==> src/rtl/stage_mem_sb_pkg.sv <==
`default_nettype none
// ============================================================================
// Module   : stage_mem_sb_pkg
// Purpose  : Shared bus widths, access-length codes and memory-stage FSM states.
// Revision : 1.0  initial release
// ============================================================================
package stage_mem_sb_pkg;

    localparam int c_MEM_ADDR_W = 32;
    localparam int c_REG_W      = 32;
    localparam int c_REG_ADDR_W = 5;

    localparam logic [2:0] c_LEN_B = 3'd1;
    localparam logic [2:0] c_LEN_H = 3'd2;
    localparam logic [2:0] c_LEN_W = 3'd4;

    typedef enum logic [1:0] {
        ST_IDLE  = 2'd0,
        ST_WRITE = 2'd1,
        ST_READ  = 2'd2
    } mem_state_t;

endpackage
`default_nettype wire

==> src/rtl/stage_mem_sb_if.sv <==
`default_nettype none
// ============================================================================
// Module   : stage_mem_sb_if
// Purpose  : Single-port RAM request/response bus owned by the memory stage.
// Revision : 1.0  initial release
// ============================================================================
interface stage_mem_sb_if
    import stage_mem_sb_pkg::*;
#(
    parameter int ADDR_WIDTH = c_MEM_ADDR_W,
    parameter int DATA_WIDTH = c_REG_W
);
    logic                  ram_ready;
    logic [ADDR_WIDTH-1:0] ram_addr;
    logic [DATA_WIDTH-1:0] ram_data_i;
    logic [DATA_WIDTH-1:0] ram_data_o;
    logic [2:0]            ram_length;
    logic                  ram_signed;
    logic                  ram_read;
    logic                  ram_write;

    modport master (
        input  ram_ready, ram_data_i,
        output ram_addr, ram_data_o, ram_length, ram_signed, ram_read, ram_write
    );

    modport slave (
        output ram_ready, ram_data_i,
        input  ram_addr, ram_data_o, ram_length, ram_signed, ram_read, ram_write
    );
endinterface
`default_nettype wire

==> src/rtl/stage_mem_sb_store_buffer.sv <==
`default_nettype none
// ============================================================================
// Module   : stage_mem_sb_store_buffer
// Purpose  : FIFO of pending stores with a youngest-overlap search for loads.
// Revision : 1.0  initial release
// ============================================================================
module stage_mem_sb_store_buffer
    import stage_mem_sb_pkg::*;
#(
    parameter int SB_DEPTH   = 4,
    parameter int ADDR_WIDTH = c_MEM_ADDR_W,
    parameter int DATA_WIDTH = c_REG_W
) (
    input  logic                  clk,
    input  logic                  reset,
    input  logic                  push,
    input  logic [ADDR_WIDTH-1:0] push_addr,
    input  logic [DATA_WIDTH-1:0] push_data,
    input  logic [2:0]            push_length,
    input  logic                  pop,
    input  logic [ADDR_WIDTH-1:0] lookup_addr,
    input  logic [2:0]            lookup_length,
    output logic                  full,
    output logic                  empty,
    output logic [ADDR_WIDTH-1:0] head_addr,
    output logic [DATA_WIDTH-1:0] head_data,
    output logic [2:0]            head_length,
    output logic                  hit,
    output logic                  partial,
    output logic [DATA_WIDTH-1:0] hit_data
);
    localparam int               c_PTR_W = $clog2(SB_DEPTH);
    localparam logic [c_PTR_W:0] c_DEPTH = (c_PTR_W+1)'(SB_DEPTH);

    logic [ADDR_WIDTH-1:0] r_addr   [SB_DEPTH];
    logic [DATA_WIDTH-1:0] r_data   [SB_DEPTH];
    logic [2:0]            r_length [SB_DEPTH];
    logic [c_PTR_W-1:0]    r_head;
    logic [c_PTR_W-1:0]    r_tail;
    logic [c_PTR_W:0]      r_count;

    logic [c_PTR_W-1:0]    w_slot [SB_DEPTH];
    logic [SB_DEPTH-1:0]   w_live;
    logic                  w_found;
    logic                  w_exact;
    logic [DATA_WIDTH-1:0] w_found_data;

    // One extra bit on the range ends keeps the top of the address space from wrapping.
    function automatic logic overlaps(input logic [ADDR_WIDTH-1:0] a, input logic [2:0] a_len,
                                      input logic [ADDR_WIDTH-1:0] b, input logic [2:0] b_len);
        logic [ADDR_WIDTH:0] a_end;
        logic [ADDR_WIDTH:0] b_end;
        a_end = {1'b0, a} + {{(ADDR_WIDTH-2){1'b0}}, a_len};
        b_end = {1'b0, b} + {{(ADDR_WIDTH-2){1'b0}}, b_len};
        return ({1'b0, a} < b_end) && ({1'b0, b} < a_end);
    endfunction

    always_ff @(posedge clk) begin
        if (push) begin
            r_addr[r_tail]   <= push_addr;
            r_data[r_tail]   <= push_data;
            r_length[r_tail] <= push_length;
        end
    end

    always_ff @(posedge clk or posedge reset) begin
        if (reset) begin
            r_head  <= '0;
            r_tail  <= '0;
            r_count <= '0;
        end else begin
            if (push) r_tail <= r_tail + 1'b1;
            if (pop)  r_head <= r_head + 1'b1;
            case ({push, pop})
                2'b10:   r_count <= r_count + 1'b1;
                2'b01:   r_count <= r_count - 1'b1;
                default: ;
            endcase
        end
    end

    // Slot g holds the g-th oldest entry; later slots are younger.
    for (genvar g = 0; g < SB_DEPTH; g++) begin : g_slot
        assign w_slot[g] = r_head + c_PTR_W'(g);
        assign w_live[g] = (c_PTR_W+1)'(g) < r_count;
    end

    always_comb begin
        w_found      = 1'b0;
        w_exact      = 1'b0;
        w_found_data = '0;
        for (int i = 0; i < SB_DEPTH; i++) begin
            if (w_live[i] && overlaps(r_addr[w_slot[i]], r_length[w_slot[i]],
                                      lookup_addr, lookup_length)) begin
                w_found      = 1'b1;
                w_exact      = (r_addr[w_slot[i]] == lookup_addr) &&
                               (r_length[w_slot[i]] == lookup_length);
                w_found_data = r_data[w_slot[i]];
            end
        end
    end

    assign full        = (r_count == c_DEPTH);
    assign empty       = (r_count == '0);
    assign head_addr   = r_addr[r_head];
    assign head_data   = r_data[r_head];
    assign head_length = r_length[r_head];
    assign hit         = w_found && w_exact;
    assign partial     = w_found && !w_exact;
    assign hit_data    = w_found_data;

endmodule
`default_nettype wire

==> src/rtl/stage_mem_sb.sv <==
`default_nettype none
// ============================================================================
// Module   : stage_mem_sb
// Purpose  : Pipeline memory stage with store buffer, load forwarding and RAM FSM.
// Revision : 1.0  initial release
// ============================================================================
module stage_mem_sb
    import stage_mem_sb_pkg::*;
#(
    parameter int SB_DEPTH   = 4,
    parameter int ADDR_WIDTH = c_MEM_ADDR_W,
    parameter int DATA_WIDTH = c_REG_W
) (
    input  logic                    clk,
    input  logic                    reset,
    input  logic                    load,
    input  logic                    store,
    input  logic                    fence,
    input  logic [ADDR_WIDTH-1:0]   addr,
    input  logic [DATA_WIDTH-1:0]   data,
    input  logic [2:0]              length,
    input  logic                    signed_,
    output logic                    stall_mem,
    stage_mem_sb_if.master          ram,
    input  logic                    write_i,
    input  logic [c_REG_ADDR_W-1:0] regw_addr_i,
    input  logic [DATA_WIDTH-1:0]   regw_data_i,
    output logic                    write_o,
    output logic [c_REG_ADDR_W-1:0] regw_addr_o,
    output logic [DATA_WIDTH-1:0]   regw_data_o,
    output logic                    sb_empty
);
    mem_state_t            r_state;
    logic [ADDR_WIDTH-1:0] r_ld_addr;
    logic [2:0]            r_ld_length;
    logic                  r_ld_signed;

    logic                  w_full;
    logic                  w_empty;
    logic                  w_hit;
    logic                  w_partial;
    logic                  w_push;
    logic                  w_pop;
    logic                  w_read_done;
    logic                  w_need_read;
    logic [ADDR_WIDTH-1:0] w_head_addr;
    logic [DATA_WIDTH-1:0] w_head_data;
    logic [2:0]            w_head_length;
    logic [DATA_WIDTH-1:0] w_hit_data;

    function automatic logic [DATA_WIDTH-1:0] extend(input logic [DATA_WIDTH-1:0] d,
                                                     input logic [2:0] len, input logic sgn);
        logic [DATA_WIDTH-1:0] res;
        case (len)
            c_LEN_B: res = {{(DATA_WIDTH-8){sgn & d[7]}}, d[7:0]};
            c_LEN_H: res = {{(DATA_WIDTH-16){sgn & d[15]}}, d[15:0]};
            c_LEN_W: res = d;
            default: res = d;
        endcase
        return res;
    endfunction

    assign w_pop       = (r_state == ST_WRITE) && ram.ram_ready;
    assign w_read_done = (r_state == ST_READ) && ram.ram_ready;
    // A full buffer still accepts a store in the cycle its head drains.
    assign w_push      = store && (!w_full || w_pop);
    assign w_need_read = load && !w_hit && !w_partial;

    stage_mem_sb_store_buffer #(
        .SB_DEPTH   (SB_DEPTH),
        .ADDR_WIDTH (ADDR_WIDTH),
        .DATA_WIDTH (DATA_WIDTH)
    ) u_sb (
        .clk           (clk),
        .reset         (reset),
        .push          (w_push),
        .push_addr     (addr),
        .push_data     (data),
        .push_length   (length),
        .pop           (w_pop),
        .lookup_addr   (addr),
        .lookup_length (length),
        .full          (w_full),
        .empty         (w_empty),
        .head_addr     (w_head_addr),
        .head_data     (w_head_data),
        .head_length   (w_head_length),
        .hit           (w_hit),
        .partial       (w_partial),
        .hit_data      (w_hit_data)
    );

    always_ff @(posedge clk or posedge reset) begin
        if (reset) begin
            r_state     <= ST_IDLE;
            r_ld_addr   <= '0;
            r_ld_length <= '0;
            r_ld_signed <= 1'b0;
        end else begin
            case (r_state)
                ST_IDLE: begin
                    if (w_need_read) begin
                        r_state     <= ST_READ;
                        r_ld_addr   <= addr;
                        r_ld_length <= length;
                        r_ld_signed <= signed_;
                    end else if (!w_empty) begin
                        r_state <= ST_WRITE;
                    end
                end
                ST_WRITE: if (ram.ram_ready) r_state <= ST_IDLE;
                ST_READ:  if (ram.ram_ready) r_state <= ST_IDLE;
                default:  r_state <= ST_IDLE;
            endcase
        end
    end

    always_comb begin
        ram.ram_addr   = '0;
        ram.ram_data_o = '0;
        ram.ram_length = '0;
        ram.ram_signed = 1'b0;
        ram.ram_read   = 1'b0;
        ram.ram_write  = 1'b0;
        case (r_state)
            ST_WRITE: begin
                ram.ram_addr   = w_head_addr;
                ram.ram_data_o = w_head_data;
                ram.ram_length = w_head_length;
                ram.ram_write  = 1'b1;
            end
            ST_READ: begin
                ram.ram_addr   = r_ld_addr;
                ram.ram_length = r_ld_length;
                ram.ram_signed = r_ld_signed;
                ram.ram_read   = 1'b1;
            end
            default: ;
        endcase
    end

    assign stall_mem   = !reset && ((store && w_full && !w_pop) ||
                                    (load && !w_hit && !w_read_done) ||
                                    (fence && !w_empty));
    assign write_o     = !reset && write_i;
    assign regw_addr_o = reset ? '0 : regw_addr_i;
    assign regw_data_o = reset ? '0 :
                         !load ? regw_data_i :
                         w_hit ? extend(w_hit_data, length, signed_) : ram.ram_data_i;
    assign sb_empty    = w_empty;

endmodule
`default_nettype wire
==> src/flat_wrapper.sv <==
// flat-port wrapper written by rule: the top's interface ports become plain ports
module stage_mem_sb_flat import stage_mem_sb_pkg::*;
#(
    parameter int SB_DEPTH   = 4,
    parameter int ADDR_WIDTH = c_MEM_ADDR_W,
    parameter int DATA_WIDTH = c_REG_W
)
  (clk, reset, load, store, fence, addr, data, length, signed_, stall_mem, write_i, regw_addr_i, regw_data_i, write_o, regw_addr_o, regw_data_o, sb_empty, ram_ram_ready, ram_ram_data_i, ram_ram_addr, ram_ram_data_o, ram_ram_length, ram_ram_signed, ram_ram_read, ram_ram_write);
  stage_mem_sb_if #(.ADDR_WIDTH(ADDR_WIDTH), .DATA_WIDTH(DATA_WIDTH)) ram_i ();
  input  logic clk;
  input  logic reset;
  input  logic load;
  input  logic store;
  input  logic fence;
  input  logic [ADDR_WIDTH-1:0] addr;
  input  logic [DATA_WIDTH-1:0] data;
  input  logic [2:0] length;
  input  logic signed_;
  output logic stall_mem;
  input  logic write_i;
  input  logic [c_REG_ADDR_W-1:0] regw_addr_i;
  input  logic [DATA_WIDTH-1:0] regw_data_i;
  output logic write_o;
  output logic [c_REG_ADDR_W-1:0] regw_addr_o;
  output logic [DATA_WIDTH-1:0] regw_data_o;
  output logic sb_empty;
  input wire logic [$bits(ram_i.ram_ready)-1:0] ram_ram_ready;
  input wire logic [$bits(ram_i.ram_data_i)-1:0] ram_ram_data_i;
  output wire logic [$bits(ram_i.ram_addr)-1:0] ram_ram_addr;
  output wire logic [$bits(ram_i.ram_data_o)-1:0] ram_ram_data_o;
  output wire logic [$bits(ram_i.ram_length)-1:0] ram_ram_length;
  output wire logic [$bits(ram_i.ram_signed)-1:0] ram_ram_signed;
  output wire logic [$bits(ram_i.ram_read)-1:0] ram_ram_read;
  output wire logic [$bits(ram_i.ram_write)-1:0] ram_ram_write;
  assign ram_i.ram_ready = ram_ram_ready;
  assign ram_i.ram_data_i = ram_ram_data_i;
  assign ram_ram_addr = ram_i.ram_addr;
  assign ram_ram_data_o = ram_i.ram_data_o;
  assign ram_ram_length = ram_i.ram_length;
  assign ram_ram_signed = ram_i.ram_signed;
  assign ram_ram_read = ram_i.ram_read;
  assign ram_ram_write = ram_i.ram_write;
  stage_mem_sb #(.SB_DEPTH(SB_DEPTH), .ADDR_WIDTH(ADDR_WIDTH), .DATA_WIDTH(DATA_WIDTH)) u_core (.clk(clk), .reset(reset), .load(load), .store(store), .fence(fence), .addr(addr), .data(data), .length(length), .signed_(signed_), .stall_mem(stall_mem), .ram(ram_i), .write_i(write_i), .regw_addr_i(regw_addr_i), .regw_data_i(regw_data_i), .write_o(write_o), .regw_addr_o(regw_addr_o), .regw_data_o(regw_data_o), .sb_empty(sb_empty));
endmodule
==> config.mk <==
export PLATFORM = sky130hd
export DESIGN_NAME = stage_mem_sb_flat
export DESIGN_NICKNAME = d
export VERILOG_FILES = /design/src/rtl/stage_mem_sb_pkg.sv /design/src/rtl/stage_mem_sb_if.sv /design/src/rtl/stage_mem_sb_store_buffer.sv /design/src/rtl/stage_mem_sb.sv /design/src/flat_wrapper.sv
export SDC_FILE = /design/constraint.sdc
export NUM_CORES = 1
export LEC_CHECK = 0
export CORE_MARGIN = 5
export CORE_UTILIZATION = 54
export DETAILED_ROUTE_END_ITERATION = 6
export PLACE_DENSITY = 0.78
export SLEW_MARGIN = 20
export SYNTH_ARGS = -nofsm -noshare
export SYNTH_HDL_FRONTEND = slang
export SYNTH_HIERARCHICAL = 1
export SYNTH_SLANG_ARGS = --single-unit
==> constraint.sdc <==
create_clock -name clk -period 9.5 [get_ports clk]
set_input_delay 1.9 -clock clk [delete_from_list [all_inputs] [get_ports clk]]
set_output_delay 1.9 -clock clk [all_outputs]
set_load 0.05 [all_outputs]
==> flow_summary.toml <==
[outcome]
status = "finished clean"

[power_and_ir_drop]
p_seq_frac = 0.141
ir_drop_mv = 0.3354
p_int_w = 0.007183
swShare = 0.5106
net-switching-power_w = 0.007495
power.density_nw_per_um2 = 406.2
comb_power_share = 0.761
leakage_nw = 13.71
clkPwrFrac = 0.098
power.total_w = 0.01468

[synthesis]
ys.flop_type = "edfxtp_1"
postSynth.asyncResetShare = 0.1438
syn_area_sq_um = 29290
synthCells = 2782
yosys_warnings = 6
ys_ff_latch = 313
synth-adder-area-share = 0.1205
synth_top_family_by_area = "multiplexers"
yosys.area_share.simple = 0.1330
synth-xor-area-share = 0.08907
muxShareOfSynthArea = 0.1624
netlist-cell-type-count = 79
syn-num-nets = 3205
synth.avg_cell_area_sq_um = 10.53
yosysSeqAreaShare = 0.3132
synth_edf_count = 268
synth_compound_area_frac = 0.1379

[sta]
fin_tns_setup_ps = 0
min_period_ps = 9473
finalMaxSlewViolations = 0
finalHoldViolCount = 0
fin_ws_ps = 27.33
tightest_slew_ps = 1080
finClkSkew_ps = 28.78
rsz0062_at_grt = "yes"
fmax_mhz = 105.6
period_share = 0.9971
max-slew-margin-rel = 0.2737
setup_violations = 0

[routing]
via_per_inst = 6.688
drc = 0
wire_per_inst_um = 27.90
vias = 25923
ant_nets = 0
dr.pass1.iters = 5
drt-initial-drc-count = 2536
wl_um = 108200

[die]
rows = 85
core_sq_um = 53810
start_util = 0.5443
fp.dieArea_sq_um = 59000
die_y_um = 242.9
die_w_um = 242.9
num_io_pins = 254

[critical_path]
critical_path_class = "flop to output pin"
cp_slowest_stage_delay_ps = 580
crit_end = "regw_data_o[18]"
rr_worst_depth = 29
worstPathMaxFanout = 8
reg2reg_to = "u_core/r_ld_addr[4]"
arrival_ps = 7570
start_kind = "flop"
startpoint = "u_core/u_sb/r_head[0]"
slowest_stage = "mux4_2"
critPathCaptureType = "output pin"
crit_required_ps = 7600
timing.rr.start = "u_core/u_sb/r_head[0]"
cpMostUsedCell = "buf_12"
reg2reg_slack_ps = 1930

[clock_tree]
cts_buffer_depth = 3
cts_buffers = 38
clock_latency_ps = 590
holdBufCountCts = 0
cts_root_buf = "clkbuf_16"
cts.sinks = 313
cts_tree = "built"
clk_pin_slew_ps = 60
ctsHtreeMaxLevel = 2

[finish]
final_core_util = 0.6715
nNetsFinal = 3572
synthToLayoutAreaGrowth_pct = 23.38
drive_gt1_frac = 0.2150
final_area_sq_um = 36140

[grt]
grt_max_degree = 127
grt_pass1_vias = 25750
grt_overflow = 0
grt_pass1_wl_um = 160400
antenna_found_initial = 4
grt_use_total = 0.3505

[worst_hold_path]
hold_path.class = "flop to flop"

[job]
maxCapViolations = 0

[place]
numPortBuffers = 253
dp_hpwl_um = 78760
dpl-instance-area_sq_um = 33830
place_worst_setup_slack_ps = -617.6
place_congestion = 1.073
-- layout by cell type, fill, tap and decap left out, types with 22 or more instances in the layout --
| cell type | instances |
|---|---|
| mux2_1 | 31 |
| mux4_2 | 101 |
| a22oi_1 | 35 |
| xor2_1 | 95 |
| a21o_1 | 37 |
| buf_4 | 230 |
| clkbuf_16 | 40 |
| o21ai_0 | 96 |
| mux2i_1 | 134 |
| nor2_1 | 129 |
| nand2b_1 | 27 |
| o32a_1 | 32 |
| and2_1 | 73 |
| clkdlybuf4s50_1 | 212 |
| ha_1 | 266 |
| nand4_1 | 82 |
| nor2b_1 | 56 |
| edfxtp_1 | 268 |
| buf_6 | 31 |
| and3_1 | 42 |
| mux2_2 | 63 |
| nand2_1 | 149 |
| inv_1 | 65 |
| o211ai_1 | 24 |
| nand3_1 | 59 |
| a211oi_1 | 48 |
| xnor2_1 | 190 |
| nor4_1 | 22 |
| a21oi_1 | 159 |
| dfrtp_1 | 43 |
| a221oi_2 | 30 |
-- cells in the mapped netlist, types with 6 or more instances --
library cell,instances,share of area
o21ai_1,10,0.0017
edfxtp_1,268,0.27
nand2_1,153,0.020
mux4_2,101,0.078
clkbuf_1,77,0.0099
buf_4,13,0.0033
xor2_1,100,0.030
or2_2,6,0.0013
buf_2,35,0.0060
buf_6,26,0.010
mux2_1,31,0.012
and2_1,78,0.017
o21a_1,6,0.0015
nand4_1,82,0.018
a21o_1,37,0.0095
o211ai_1,24,0.0062
dfrtp_1,45,0.038
o21ai_0,99,0.017
a21oi_1,166,0.028
ha_1,274,0.12
a2111oi_0,8,0.0024
nand2b_1,29,0.0062
a221oi_1,8,0.0024
a211oi_1,66,0.017
mux2i_1,140,0.048
nor2_1,135,0.017
buf_1,18,0.0023
and4_1,15,0.0045
nor3_1,23,0.0039
o22ai_1,9,0.0019
mux2_2,63,0.024
a221oi_2,30,0.015
nor4_1,24,0.0051
a41oi_1,16,0.0048
nor2b_1,58,0.012
a22oi_1,35,0.0090
inv_1,67,0.0086
and3_1,46,0.0098
xnor2_1,196,0.059
nand3_1,63,0.011
o32a_1,32,0.011
-- registers in the layout, indices dropped and copies added (netlist names) --
| signal | flops |
|---|---|
| u_core/r_ld_length | 3 |
| u_core/u_sb/r_addr | 128 |
| u_core/r_ld_addr | 32 |
| u_core/u_sb/r_data | 128 |
| u_core/r_ld_signed | 1 |
| u_core/u_sb/r_length | 12 |
| u_core/r_state | 2 |
| u_core/u_sb/r_tail | 2 |
| u_core/u_sb/r_head | 2 |
| u_core/u_sb/r_count | 3 |
-- timing repair --
action	CTS	global route
setup endpoints to repair	33	33
setup buffers	18	7
cloned	3	2
pin swaps	17	34
resized for setup	75	88
-- critical path, delay by kind of cell (launching register included) --
kind            cells  cell delay [ps]
simple gates       10             2570
compound gates      9             1850
buf+inv             5              820
fa+ha+maj           2              600
mux                 1              580
flops               1              500
xor+xnor            1               70
-- per-stage QoR --
step | hold WS [ps] | instances
6_report | 481.0 | 3876
2_1_floorplan | 448.9 | 2782
4_1_cts | 485.6 | 3864
3_5_place_dp | 471.3 | 3775
3_3_place_gp | 467.2 | 3775
5_1_grt | 505.0 | 3873
-- kinds of logic (layout without fill, tap and decap cells) --
logic type,count (synthesis),in the layout
simple gates,739,739
compound gates,575,575
mux,336,336
flops,313,313
xor+xnor,297,297
fa+ha+maj,279,279
buf+inv,243,638
other cells,0,3
-- layer usage --
metal,GRT usage,vias to the layer above,share of wire
met2,0.5677,1452,0.46
met3,0.06766,297,0.096
li1,-,11348,-
met5,0,-,0.00010
met1,0.4591,12824,0.39
met4,0.1584,2,0.054
-- final cells by class --
cell class                 count  area, sq um
multi-input combinational   2226        19850
fill                        4041        17680
sequential                   313         9181
timing repair buffer         503         4770
clock buffer                  55         1065
tap                          696        870.8
inverter                      67        251.5
clock inverter                13        141.4
antenna                        3        7.507
-- power groups by stage --
stage               logic (W)  registers (W)  clock network, W
finish                 0.0112        0.00207           0.00144
global route           0.0118        0.00210           0.00151
CTS                    0.0107        0.00206           0.00145
detailed placement     0.0103        0.00209                 0
global placement       0.0100        0.00205                 0
floorplan             0.00716        0.00201                 0
-- how the worst min path moves through the flow --
stage,startpoint,endpoint,slack [ps],cells past startpoint
2_1_floorplan,u_core/r_ld_signed,u_core/r_ld_signed,450,1
3_3_place_gp,u_core/r_ld_signed,u_core/r_ld_signed,470,1
3_5_place_dp,u_core/r_ld_signed,u_core/r_ld_signed,470,1
4_1_cts,u_core/r_ld_signed,u_core/r_ld_signed,490,1
5_1_grt,u_core/r_ld_addr[23],u_core/r_ld_addr[23],500,1
6_report,u_core/r_ld_signed,u_core/r_ld_signed,480,1
Note: power is estimated with default switching activity, not from simulation.
